[config.mk]
export PLATFORM = sky130hd
export DESIGN_NAME = mxv_sequencer_flat
export DESIGN_NICKNAME = d
export VERILOG_FILES = /design/src/rtl/mxv_sequencer_if.sv /design/src/rtl/mxv_sequencer.sv /design/src/flat_wrapper.sv
export SDC_FILE = /design/constraint.sdc
export NUM_CORES = 1
export LEC_CHECK = 0
export BUFFER_PORTS_ARGS = -buffer_cell sky130_fd_sc_hd__buf_2
export CAP_MARGIN = 20
export CORE_MARGIN = 2
export CORE_UTILIZATION = 42
export CTS_CLUSTER_DIAMETER = 80
export DETAILED_ROUTE_END_ITERATION = 12
export GPL_TIMING_DRIVEN = 0
export MAX_ROUTING_LAYER = met4
export SLEW_MARGIN = 20
export SYNTH_ARGS = -nofsm -noshare
export SYNTH_HDL_FRONTEND = slang
export SYNTH_SLANG_ARGS = --single-unit
[constraint.sdc]
create_clock -name clk -period 2.4 [get_ports clk]
set_input_delay 0.36 -clock clk [delete_from_list [all_inputs] [get_ports clk]]
set_output_delay 0.36 -clock clk [all_outputs]
set_load 0.05 [all_outputs]
[src/rtl/mxv_sequencer_if.sv]
// mxv_sequencer_if -- bundle of all non-clock signals of the matrix-vector
// sequencer.
//   Load port   : ld_mat_we, ld_vec_we, ld_addr, ld_data
//   Command     : start
//   MAC port    : mac_a, mac_b, mac_clr (to MAC), mac_acc (from MAC)
//   Result port : res_data, res_idx, res_valid (out), res_ready (in)
//   Status      : busy, done
// modport slave is the sequencer itself.
// modport master is the surrounding system, which loads the stores, issues
// start, hosts the MAC and consumes the results.
interface mxv_sequencer_if #(
  parameter int N      = 4,
  parameter int DW     = 8,
  parameter int DW_DBL = 16
);
  localparam int AW = $clog2(N*N);
  localparam int RW = $clog2(N);

  logic              ld_mat_we;
  logic              ld_vec_we;
  logic [AW-1:0]     ld_addr;
  logic [DW-1:0]     ld_data;
  logic              start;
  logic [DW-1:0]     mac_a;
  logic [DW-1:0]     mac_b;
  logic              mac_clr;
  logic [DW_DBL-1:0] mac_acc;
  logic [DW_DBL-1:0] res_data;
  logic [RW-1:0]     res_idx;
  logic              res_valid;
  logic              res_ready;
  logic              busy;
  logic              done;

  modport master (
    output ld_mat_we, ld_vec_we, ld_addr, ld_data, start, mac_acc, res_ready,
    input  mac_a, mac_b, mac_clr, res_data, res_idx, res_valid, busy, done
  );

  modport slave (
    input  ld_mat_we, ld_vec_we, ld_addr, ld_data, start, mac_acc, res_ready,
    output mac_a, mac_b, mac_clr, res_data, res_idx, res_valid, busy, done
  );
endinterface

[src/rtl/mxv_sequencer.sv]
// mxv_sequencer -- sequences y = M*v through an external multiply-accumulate
// unit, one row at a time, and hands each row result out over a valid/ready
// port.
//   clk : rising-edge clock
//   rst : asynchronous, active-low reset (clears control, results and stores)
//   bus : mxv_sequencer_if.slave
//         ld_*      load the NxN matrix (row-major, addr = r*N+c) and the
//                   N-entry vector; accepted only while idle
//         start     begins a computation while idle
//         mac_*     operand/clear drive to the MAC and its accumulator return
//         res_*     row result, row index, valid/ready handshake
//         busy/done status; done pulses once after the last row is accepted
// Each row: CLEAR (1 cycle) -> RUN (N cycles) -> CAPTURE (1) -> OUT (>=1).
module mxv_sequencer #(
  parameter int N      = 4,
  parameter int DW     = 8,
  parameter int DW_DBL = 16
) (
  input  logic           clk,
  input  logic           rst,
  mxv_sequencer_if.slave bus
);
  localparam int AW = $clog2(N*N);
  localparam int RW = $clog2(N);

  typedef enum logic [2:0] {IDLE, CLEAR, RUN, CAPTURE, OUT, DONE} state_t;

  state_t            state, state_nxt;
  logic [RW-1:0]     r, c;
  logic [DW-1:0]     mat [N*N];
  logic [DW-1:0]     vec [N];
  logic [AW-1:0]     rd_addr;
  logic              last_col, last_row, handshake;
  logic [DW-1:0]     mac_a, mac_b;
  logic              mac_clr;
  logic [DW_DBL-1:0] res_data;
  logic [RW-1:0]     res_idx;
  logic              res_valid, done;

  assign last_col  = (c == RW'(N-1));
  assign last_row  = (r == RW'(N-1));
  assign handshake = res_valid && bus.res_ready;
  assign rd_addr   = AW'(int'(r) * N + int'(c));

  // State register
  always_ff @(posedge clk or negedge rst) begin
    if (!rst) state <= IDLE;
    else      state <= state_nxt;
  end

  // Next-state decode
  always_comb begin
    state_nxt = state;
    case (state)
      IDLE:    if (bus.start) state_nxt = CLEAR;
      CLEAR:   state_nxt = RUN;
      RUN:     if (last_col) state_nxt = CAPTURE;
      CAPTURE: state_nxt = OUT;
      OUT:     if (handshake) state_nxt = last_row ? DONE : CLEAR;
      DONE:    state_nxt = IDLE;
      default: state_nxt = IDLE;
    endcase
  end

  // Output decode: the MAC only sees non-zero operands during RUN, so its
  // accumulator holds in every other state.
  always_comb begin
    mac_a   = '0;
    mac_b   = '0;
    mac_clr = 1'b0;
    case (state)
      CLEAR: mac_clr = 1'b1;
      RUN: begin
        mac_a = mat[rd_addr];
        mac_b = vec[c];
      end
      default: ;
    endcase
  end

  // Row / column counters
  always_ff @(posedge clk or negedge rst) begin
    if (!rst) begin
      r <= '0;
      c <= '0;
    end else begin
      case (state)
        IDLE:    if (bus.start) r <= '0;
        CLEAR:   c <= '0;
        RUN:     c <= c + 1'b1;
        OUT:     if (handshake && !last_row) r <= r + 1'b1;
        default: ;
      endcase
    end
  end

  // Result and done registers; mac_acc is complete during CAPTURE because the
  // last product was accumulated on the edge that left RUN.
  always_ff @(posedge clk or negedge rst) begin
    if (!rst) begin
      res_data  <= '0;
      res_idx   <= '0;
      res_valid <= 1'b0;
      done      <= 1'b0;
    end else begin
      done <= (state == DONE);
      if (state == CAPTURE) begin
        res_data  <= bus.mac_acc;
        res_idx   <= r;
        res_valid <= 1'b1;
      end else if (state == OUT && handshake) begin
        res_valid <= 1'b0;
      end
    end
  end

  // Operand stores: writable only while idle; out-of-range vector writes drop.
  always_ff @(posedge clk or negedge rst) begin
    if (!rst) begin
      for (int i = 0; i < N*N; i++) mat[i] <= '0;
      for (int i = 0; i < N; i++)   vec[i] <= '0;
    end else if (state == IDLE) begin
      if (bus.ld_mat_we) mat[bus.ld_addr] <= bus.ld_data;
      if (bus.ld_vec_we && bus.ld_addr < AW'(N)) vec[RW'(bus.ld_addr)] <= bus.ld_data;
    end
  end

  assign bus.mac_a     = mac_a;
  assign bus.mac_b     = mac_b;
  assign bus.mac_clr   = mac_clr;
  assign bus.res_data  = res_data;
  assign bus.res_idx   = res_idx;
  assign bus.res_valid = res_valid;
  assign bus.busy      = (state != IDLE);
  assign bus.done      = done;
endmodule
[src/flat_wrapper.sv]
// flat-port wrapper written by rule: the top's interface ports become plain ports
module mxv_sequencer_flat 
#(
  parameter int N      = 4,
  parameter int DW     = 8,
  parameter int DW_DBL = 16
)
  (clk, rst, bus_ld_mat_we, bus_ld_vec_we, bus_ld_addr, bus_ld_data, bus_start, bus_mac_acc, bus_res_ready, bus_mac_a, bus_mac_b, bus_mac_clr, bus_res_data, bus_res_idx, bus_res_valid, bus_busy, bus_done);
  mxv_sequencer_if #(.N(N), .DW(DW), .DW_DBL(DW_DBL)) bus_i ();
  input  logic clk;
  input  logic rst;
  input wire logic [$bits(bus_i.ld_mat_we)-1:0] bus_ld_mat_we;
  input wire logic [$bits(bus_i.ld_vec_we)-1:0] bus_ld_vec_we;
  input wire logic [$bits(bus_i.ld_addr)-1:0] bus_ld_addr;
  input wire logic [$bits(bus_i.ld_data)-1:0] bus_ld_data;
  input wire logic [$bits(bus_i.start)-1:0] bus_start;
  input wire logic [$bits(bus_i.mac_acc)-1:0] bus_mac_acc;
  input wire logic [$bits(bus_i.res_ready)-1:0] bus_res_ready;
  output wire logic [$bits(bus_i.mac_a)-1:0] bus_mac_a;
  output wire logic [$bits(bus_i.mac_b)-1:0] bus_mac_b;
  output wire logic [$bits(bus_i.mac_clr)-1:0] bus_mac_clr;
  output wire logic [$bits(bus_i.res_data)-1:0] bus_res_data;
  output wire logic [$bits(bus_i.res_idx)-1:0] bus_res_idx;
  output wire logic [$bits(bus_i.res_valid)-1:0] bus_res_valid;
  output wire logic [$bits(bus_i.busy)-1:0] bus_busy;
  output wire logic [$bits(bus_i.done)-1:0] bus_done;
  assign bus_i.ld_mat_we = bus_ld_mat_we;
  assign bus_i.ld_vec_we = bus_ld_vec_we;
  assign bus_i.ld_addr = bus_ld_addr;
  assign bus_i.ld_data = bus_ld_data;
  assign bus_i.start = bus_start;
  assign bus_i.mac_acc = bus_mac_acc;
  assign bus_i.res_ready = bus_res_ready;
  assign bus_mac_a = bus_i.mac_a;
  assign bus_mac_b = bus_i.mac_b;
  assign bus_mac_clr = bus_i.mac_clr;
  assign bus_res_data = bus_i.res_data;
  assign bus_res_idx = bus_i.res_idx;
  assign bus_res_valid = bus_i.res_valid;
  assign bus_busy = bus_i.busy;
  assign bus_done = bus_i.done;
  mxv_sequencer #(.N(N), .DW(DW), .DW_DBL(DW_DBL)) u_core (.clk(clk), .rst(rst), .bus(bus_i));
endmodule
==> summary.md, run 1 <==
| Metric | Value |
|---|---|
| Outcome | finished, violations left |
| Failing checks | setup timing |
| Filler instances | 1687 |
| Row Count | 52 |
| Die Height | 146 um |
| Actual slew at the worst max-slew pin | 0.728 ns |
| Worst r2r dst | u_core.mat[63]$_DFFE_PN0P_ |
| Final GP Congestion | 0.794 |
| Maxcap violations | 0 |
| DRC viols | 0 |
| Fin. Hold Viols | 0 |
| Setup slack, reg-to-reg | 0.18 ns |
| Final period utilization | 112% |
| Maximum clock frequency | 373 MHz |
| Leakage Power | 4.60 nW |
| Worst Path Required | 2.04 ns |
| Fin nets | 684 |
| Worst Skew | 0.00989 ns |
| CTS Sinks | 187 |
| Worst setup SP type | flip-flop |
| CP endpoint | bus_mac_a[1] |
| Setup violators final | 16 |
| Final Non-Filler Cells | 931 |
| Vias | 5051 |
| Synthesis-stage register bit count | 187 |
| CP Launch Point | u_core.c[0]$_DFFE_PN0P_ |
| Tot Pwr | 13.7 mW |
| Chip Width | 146 um |
| Pre-Repair DR Iteration Count | 4 |
| Final ANT Viol Nets | 0 |
| Initial Utilization | 42.4% |
| RSZ-0062 raised after global routing | true |
| Area grow syn2layout | 21.2% |
| GR Util All Layers | 19.4% |
| YS warnings | 0 |
| Final HPWL DP | 13400 um |
| Worst hold path class | in2reg |
| Synth top area cells | dfrtp_1 (55%), mux2_2 (24%), mux4_2 (11%) |
| Clock transition at the registers of the reported paths | 0.07 ns |
| DIE AREA | 21400 um^2 |
| Largest area contributor in the netlist | dfrtp_1 |
| Crit Path Category | reg2out |
| Placed Cells | 885 |
| CTS root buffer | clkbuf_16 |
| Post-layout min period | 2.68 ns |
| Reg2reg start | u_core.state[1]$_DFFE_PN0P_ |
| Post-synth top area share | 55.1% |
| Syn Nets | 587 |
| Num CTS Buffers | 17 |
| Vias in the first global route | 5329 |
| Worst path arrival time | 2.32 ns |
| Final WL | 19600 um |
| Vias per cell | 5.43 |
| Synth Instances | 551 |
| Antenna cells | 0 |
| Initial antenna violation count | 0 |
| Worst VDD drop | 0.609 mV |
| Setup WS post-layout | -0.279 ns |
| Starting DRT DRC Count | 253 |
| CTS tree | built |
| Area of the core | 20000 um^2 |
| WL/cell | 21.0 um |
| Gr ovfl total | 0 |
| Setup tns final | -3.14 ns |
| Rel. slew slack | 51.5% |
| Syn Area/Cell | 15.4 um^2 |
| Latest clock arrival within the worst-skew pair | 0.43 ns |
| PwrDens | 1330 nW/um^2 |
| Reg2Reg Depth | 5 |
| Post-synth cell types | 39 |
| Critical Path Fanout Max | 6 |
| Worst Setup End Kind | output pin |
| Fin. max-slew vios | 0 |
| Share of cells above drive strength 1 | 57.3% |
| CTS max path bufs | 2 |
| First-pass GRT wire length | 30400 um |
| Buffers on Ports | 63 |
| Register area share after synthesis | 55.1% |
| IO Pins | 72 |
| Pin count of the biggest net entering global routing | 97 |
| Mapped Area | 8490 um^2 |
| H-tree Lvls | 4 |
-- critical path, cell delays in order, from the launching register on --
cell and delay (ns):
dfrtp_1 0.38, buf_6 0.15, buf_4 0.12, buf_6 0.09
clkbuf_16 0.15, mux4_2 0.53, mux2i_1 0.19, o22ai_2 0.12
buf_6 0.17
-- timing repair --
action,4_1_cts,5_1_grt
cloned,2,2
hold buffers,1,0
pin swaps,7,6
endpoints found under the setup margin,16,47
gates resized for setup,55,42
endpoints found under the hold margin,52,0
buffers inserted,3,6
-- kinds of logic after synthesis --
| group | share of synthesized area [%] |
|---|---|
| buffers and inverters | 1.97 |
| DFF | 55.1 |
| muxes | 36.0 |
| adders and majority gates | 0.295 |
| AOI/OAI and AO/OA | 1.61 |
| and+or+nand+nor | 5.04 |
-- power by group --
part	switching, mW	internal (mW)	total (mW)
clock	1.17	1.69	2.86
combinational	2.84	2.88	5.72
sequential	0.667	4.46	5.13
total	4.68	9.03	13.7
-- registers in the layout (all words and copies together) (netlist names) --
register              count
u_core.bus.res_data      16
u_core.state              3
u_core.c                  2
u_core.bus.done           1
u_core.mat              128
u_core.bus.res_valid      1
u_core.bus.res_idx        2
u_core.r                  2
u_core.vec               32
-- stage by stage --
stage               setup WS (ns)  hold slack [ns]  area, um^2  utilization [%]
floorplan                 -0.0575           0.0644        8500                -
global placement            -1.78            0.481        9160             45.7
detailed placement         -0.452            0.445        9190             45.9
CTS                        -0.281            0.145       10100             50.3
global route               -0.393            0.147       10300             51.4
finish                     -0.279            0.162       10300             51.4
-- worst min-delay path by stage --
stage	cells after the start	startpoint	slack, ns	endpoint
after detailed placement	1	rst	0.44	u_core.bus.res_data[12]$_DFFE_PN0P_
after floorplan	0	rst	0.06	u_core.bus.done$_DFF_PN0_
after global routing	2	bus_mac_acc[5]	0.15	u_core.bus.res_data[5]$_DFFE_PN0P_
after global placement	1	u_core.bus.res_data[10]$_DFFE_PN0P_	0.48	u_core.bus.res_data[10]$_DFFE_PN0P_
after CTS	2	bus_mac_acc[2]	0.15	u_core.bus.res_data[2]$_DFFE_PN0P_
final	2	bus_mac_acc[2]	0.16	u_core.bus.res_data[2]$_DFFE_PN0P_
-- layer usage --
metal | global-route usage, % | share of wire, % | up-vias
met3 | 4.06 | 4.7 | 22
met5 | - | 0 | -
met2 | 31.6 | 51 | 120
met1 | 25.1 | 43 | 2670
met4 | 5.19 | 1.4 | 0
li1 | - | - | 2239
-- cell type report --
| cell class | count | area, um^2 | share of cell area (%) |
|---|---|---|---|
| Buffer | 38 | 250 | 2.43 |
| Clock buffer | 21 | 460 | 4.47 |
| Clock inverter | 11 | 143 | 1.39 |
| Inverter | 2 | 7.51 | 0.0729 |
| Multi-Input combinational cell | 324 | 3760 | 36.5 |
| Sequential cell | 187 | 4680 | 45.5 |
| Tap cell | 270 | 338 | 3.28 |
| Timing Repair Buffer | 78 | 652 | 6.33 |
-- cell usage after synthesis (all sizes together) --
| master | instances |
|---|---|
| a21oi | 3 |
| o31a | 1 |
| mux4 | 40 |
| and2 | 8 |
| nand4 | 1 |
| nand3 | 4 |
| nand2b | 5 |
| dfrtp | 187 |
| clkbuf | 29 |
| nor2 | 14 |
| mux2 | 178 |
| ha | 2 |
| and3b | 2 |
| nor3b | 2 |
| nor4b | 1 |
| nand2 | 19 |
| and4b | 1 |
| o21ai | 4 |
| mux2i | 15 |
| o22ai | 7 |
| buf | 9 |
| nor4 | 1 |
| inv | 2 |
| or4b | 1 |
| and3 | 1 |
| nor3 | 3 |
| nor2b | 3 |
| nand3b | 1 |
| a22o | 3 |
| o211ai | 3 |
| or2 | 1 |
-- placed cells by master (no fill, tap or decap), types with 5 or more instances in the layout --
cell / n
dfrtp_1: 187
mux2_2: 178
buf_2: 49
mux4_2: 40
clkbuf_1: 23
buf_6: 19
clkbuf_16: 19
nand2_1: 15
mux2i_1: 14
nor2_1: 8
and2_4: 7
o22ai_2: 7
buf_4: 7
buf_12: 5
clkbuf_2: 5
No activity file was read; power rests on OpenSTA's default activity.
==> run 2, diff against run 1 <==
ABC_CLOCK_PERIOD_IN_PS = 2600   (was default)
clock period = 2.6 ns   (was 2.4 ns; I/O delays follow)
==> run 2 against run 1 <==
The run ends with hold timing, setup timing left. Sequential cell count did not move. Critical path type unchanged. Largest power group unchanged. Register-to-register slack improved by 0.03 ns. First-iteration DRC count fell by 19%.
==> summary.md, run 2 (same netlist as run 1, synthesis figures left out) <==
| Metric | Value |
|---|---|
| Final ANT Viol Nets | 0 |
| CTS tree | built |
| Most common cell after layout, fill and taps aside | dfrtp_1 |
| Area grow syn2layout | 19.0% |
| Buffers on Ports | 63 |
| Hold_ws | -0.0532 ns |
| Die Height | 146 um |
| Gr ovfl total | 0 |
| Grt met1 use | 25.3% |
| Maximum clock frequency | 378 MHz |
| Latest clock arrival within the worst-skew pair | 0.42 ns |
| Worst setup SP type | flip-flop |
| CTS Sinks | 187 |
| Switching part of the total | 33.9% |
| Setup violators final | 1 |
| DIE AREA | 21400 um^2 |
| CTS root buffer | clkbuf_16 |
| Maxcap violations | 0 |
| Final GP Congestion | 0.790 |
| # hold bufs at CTS | 0 |
| Initial Utilization | 42.4% |
| Critical-path top delay cell | or4b_4 |
| Worst Skew | 0.00764 ns |
| Final WL | 19300 um |
| Setup tns final | -0.0443 ns |
| Final period utilization | 102% |
| Max reg flops | 128 |
| Clock transition at the registers of the reported paths | 0.07 ns |
| Initial antenna violation count | 0 |
| Comb pwr share | 39.1% |
| H-tree Lvls | 4 |
| Pint | 8.26 mW |
| CTS max path bufs | 2 |
| Worst Setup End Kind | output pin |
| Pre-Repair DR Iteration Count | 4 |
| IO Pins | 72 |
| Pin count of the biggest net entering global routing | 96 |
| Share of cells above drive strength 1 | 56.7% |
| Delay-heaviest family, CP | simple AND/OR/NAND/NOR gates |
| Vias in the first global route | 5447 |
| Worst VDD drop | 0.602 mV |
| Rel. slew slack | 50.9% |
| Final HPWL DP | 13500 um |
| Clock share of power | 22.9% |
| GR Util All Layers | 19.6% |
| Crit-path cells | buf_6 -> mux4_2 -> nor2_2 -> or4b_4 -> o211ai_1 -> buf_4 |
| Actual slew at the worst max-slew pin | 0.736 ns |
| Fin. max-slew vios | 0 |
| Outcome | finished, violations left |
| WP buf/inv | 2 |
| Antenna cells | 0 |
| Post-layout min period | 2.64 ns |
| Crit Path Category | reg2out |
| WL/cell | 21.0 um |
| Failing checks | hold timing, setup timing |
| Fin. Hold Viols | 21 |
| Setup WS post-layout | -0.0443 ns |
| Starting DRT DRC Count | 204 |
| Pre-CTS WS | -0.402 ns |
| Leakage Power | 4.51 nW |
| RSZ-0062 raised after global routing | true |
| Most Used Layer, Global Route | met2 |
| Worst path arrival time | 2.25 ns |
| P_sw | 4.24 mW |
| First-pass GRT wire length | 30900 um |
| Top reg by flops | u_core.mat |
| Fin nets | 672 |
| PwrDens | 1240 nW/um^2 |
| Met2 Use GR | 31.4% |
| Commonest cells after routing, fill and taps aside | dfrtp_1 (187), mux2_2 (178), buf_2 (53) |
| Filler instances | 1761 |
| Vias | 4969 |
| Area of the core | 20000 um^2 |
| Critical Path Fanout Max | 6 |
| Num CTS Buffers | 17 |
| Vias per cell | 5.41 |
| Met3 usage | 4.09% |
| CP max stage delay | 0.49 ns |
| Row Count | 52 |
| Chip Width | 146 um |
| DRC viols | 0 |
| Worst hold path class | in2async |
| Worst Path Required | 2.21 ns |
| Biggest regs | u_core.mat x128, u_core.vec x32, u_core.bus.res_data x16 |
| Sequential share of power | 38.0% |
## run 2: cell types whose count changed in the layout (fill, tap and decap cells not counted), sizes merged
cell | previous run | this run
bufinv | 3 | 5
clkbuf | 52 | 45
dlygate4sd3 | 1 | 0
clkinvlp | 2 | 3
buf | 84 | 77
## run 2: final timing paths
| check | startpoint | endpoint | slack, ns | cells after the start |
|---|---|---|---|---|
| setup / recovery | u_core.c[0]$_DFFE_PN0P_ | bus_mac_a[6] | -0.04 | 6 |
| hold reg to reg | u_core.vec[13]$_DFFE_PN0P_ | u_core.vec[13]$_DFFE_PN0P_ | 0.50 | 1 |
| max in group asynchronous | rst | u_core.mat[9]$_DFFE_PN0P_ | 1.73 | 2 |
| setup reg to reg | u_core.state[2]$_DFFE_PN0P_ | u_core.mat[8]$_DFFE_PN0P_ | 0.21 | 4 |
| min in group clk | bus_mac_acc[8] | u_core.bus.res_data[8]$_DFFE_PN0P_ | 0.19 | 2 |
| hold / removal | rst | u_core.vec[31]$_DFFE_PN0P_ | -0.05 | 1 |
## run 2: final cells by class
| class | instances | area [um^2] | area share [%] |
|---|---|---|---|
| plain buffers | 37 | 243 | 2.40 |
| clock buffers | 18 | 439 | 4.35 |
| clock inverters | 14 | 218 | 2.15 |
| inverters | 2 | 7.51 | 0.0743 |
| multi-input cells | 324 | 3730 | 36.9 |
| flip-flops and latches | 187 | 4680 | 46.3 |
| well taps | 270 | 338 | 3.34 |
| repair buffers | 67 | 449 | 4.45 |
## run 2: stage by stage
| step | cells | area [um^2] | hold slack, ns | utilization [%] | power (mW) |
|---|---|---|---|---|---|
| CTS | 918 | 10000 | 0.00344 | 50.1 | 12.5 |
| finish | 919 | 10100 | -0.0532 | 50.4 | 12.5 |
| global placement | 884 | 9150 | 0.481 | 45.6 | 9.12 |
| detailed placement | 885 | 9180 | 0.465 | 45.8 | 9.35 |
| floorplan | 551 | 8490 | 0.0944 | - | 8.14 |
| global route | 919 | 10100 | 0.00782 | 50.4 | 13.1 |
## run 2: power by group through the flow
stage                     Sequential, mW  Clock [mW]  Combinational, mW
after floorplan                     5.09           0               3.06
after global placement              4.66           0               4.46
after detailed placement            4.78           0               4.57
after CTS                           4.75        2.91               4.86
after global routing                4.89        3.04               5.21
final                               4.75        2.86               4.89
## run 2: routing by layer
| layer | wire, um | share of wire [%] |
|---|---|---|
| met1 | 8400 | 44 |
| met2 | 9740 | 51 |
| met3 | 749 | 3.9 |
| met4 | 374 | 1.9 |
| met5 | 0 | 0 |
## run 2: repair_timing
item / in CTS / in global routing
buffers inserted: 2 / 1
setup endpoints to repair: 16 / 24
gates resized for setup: 56 / 17
pin swaps: 3 / 1
==> run 3, diff against run 2 <==
SKIP_LAST_GASP = 1   (was default)
==> run 3 against run 2 <==
The flow still finishes with violations (hold timing, setup timing). Non-clock buffer count is the same. Combinational power shrank 2%. Count of clock-buffer cells in the layout is the same. Via count shrank 0.68%. Largest power group unchanged.
==> summary.md, run 3 (same netlist as run 1, synthesis figures left out) <==
| Metric | Value |
|---|---|
| CTS root buffer | clkbuf_16 |
| CP max stage delay | 0.49 ns |
| WL/cell | 21.0 um |
| Post-layout min period | 2.63 ns |
| Biggest regs | u_core.mat x128, u_core.vec x32, u_core.bus.res_data x16 |
| Critical Path Fanout Max | 6 |
| Pre-Repair DR Iteration Count | 5 |
| Final HPWL DP | 13500 um |
| Setup WS post-layout | -0.0339 ns |
| Commonest cells after routing, fill and taps aside | dfrtp_1 (187), mux2_2 (178), buf_2 (57) |
| Initial Utilization | 42.4% |
| Initial antenna violation count | 0 |
| Final ANT Viol Nets | 0 |
| Final WL | 19300 um |
| Critical-path top delay cell | or4b_4 |
| Worst setup SP type | flip-flop |
| Latest clock arrival within the worst-skew pair | 0.43 ns |
| Gr ovfl total | 0 |
| Num CTS Buffers | 17 |
| Vias per cell | 5.37 |
| Final period utilization | 101% |
| Clock transition at the registers of the reported paths | 0.07 ns |
| Pre-CTS WS | -0.402 ns |
| Rel. slew slack | 50.7% |
| H-tree Lvls | 4 |
| Chip Width | 146 um |
| Failing checks | hold timing, setup timing |
| Vias in the first global route | 5437 |
| Post-DP Area | 9180 um^2 |
| Vias | 4935 |
| Starting DRT DRC Count | 207 |
| Final GP Congestion | 0.790 |
| Maximum clock frequency | 380 MHz |
| Row Count | 52 |
| DRC viols | 0 |
| Actual slew at the worst max-slew pin | 0.739 ns |
| RSZ-0062 raised after global routing | true |
| Die Height | 146 um |
| # hold bufs at CTS | 0 |
| DIE AREA | 21400 um^2 |
| Maxcap violations | 0 |
| GR Util All Layers | 19.6% |
| Outcome | finished, violations left |
| Fin nets | 672 |
| Fin. max-slew vios | 0 |
| Antenna cells | 0 |
| CTS max path bufs | 2 |
| Worst hold path class | in2async |
| First-pass GRT wire length | 30800 um |
| Fin. Hold Viols | 25 |
| Area grow syn2layout | 18.2% |
| Hold_ws | -0.0579 ns |
| IO Pins | 72 |
| Setup violators final | 3 |
| Max reg flops | 128 |
| Crit Path Category | reg2out |
| Area of the core | 20000 um^2 |
| Worst path arrival time | 2.24 ns |
| Worst Path Required | 2.21 ns |
| CTS Sinks | 187 |
| Buffers on Ports | 63 |
| Fin area | 10000 um^2 |
| Leakage Power | 4.49 nW |
| Pin count of the biggest net entering global routing | 96 |
| Most common cell after layout, fill and taps aside | dfrtp_1 |
| Crit-path cells | buf_6 -> mux4_2 -> nor2_2 -> or4b_4 -> o211ai_1 -> buf_4 |
| CTS tree | built |
| Worst Setup End Kind | output pin |
| PwrDens | 1240 nW/um^2 |
| Worst VDD drop | 0.563 mV |
| Worst Skew | 0.00855 ns |
| Top reg by flops | u_core.mat |
| Share of cells above drive strength 1 | 55.8% |
-- run 3: layout make-up --
cell class	count	area, um^2
plain buffers	37	243
clock buffers	18	439
clock inverters	14	218
fillers	1761	10000
inverters	2	7.51
multi-input cells	324	3710
flip-flops and latches	187	4680
well taps	270	338
repair buffers	67	399
-- run 3: power breakdown --
group | leakage [nW] | internal, mW | switching, mW
clock | 0.312 | 1.74 | 1.12
sequential | 2.39 | 4.12 | 0.631
combinational | 1.78 | 2.33 | 2.47
-- run 3: repair_timing --
action	4_1_cts	5_1_grt
gates resized for setup	47	4
setup buffers	2	1
pin swaps	2	1
endpoints found under the setup margin	16	24
-- run 3: stage by stage --
step | power [mW] | std cells | util [%] | setup TNS [ns]
final | 12.4 | 919 | 50.1 | -0.0639
after global routing | 13.0 | 919 | 50.1 | -1.07
after CTS | 12.5 | 918 | 50.0 | -0.215
after detailed placement | 9.35 | 885 | 45.8 | -3.93
after global placement | 9.12 | 884 | 45.6 | -310.70
after floorplan | 8.14 | 551 | - | 0
-- run 3: final timing paths --
check,slack (ns),startpoint,cells past startpoint,end
worst max-delay path,-0.03,u_core.c[0]$_DFFE_PN0P_,6,bus_mac_a[6]
worst max register to register,0.19,u_core.state[2]$_DFFE_PN0P_,4,u_core.mat[8]$_DFFE_PN0P_
max in group asynchronous,1.73,rst,2,u_core.mat[9]$_DFFE_PN0P_
worst min-delay path,-0.06,rst,1,u_core.vec[22]$_DFFE_PN0P_
worst min register to register,0.50,u_core.vec[13]$_DFFE_PN0P_,1,u_core.vec[13]$_DFFE_PN0P_
min in group clk,0.19,bus_mac_acc[8],2,u_core.bus.res_data[8]$_DFFE_PN0P_
-- run 3: critical path: cells and delay by family (launching register included) --
family	cells	cell delay, ns
AND/OR/NAND/NOR	2	0.54
buffers and inverters	2	0.40
flip-flops	1	0.39
multiplexers	1	0.36
AO/OA/AOI/OAI	1	0.13
-- run 3: metal layers --
metal  GRT usage [%]  vias up  wire (um)
met5               -        -          0
met3            4.09       16        758
met2            31.4      117       9740
met1            25.3     2592       8470
li1                -     2210          -
met4            6.21        0        302
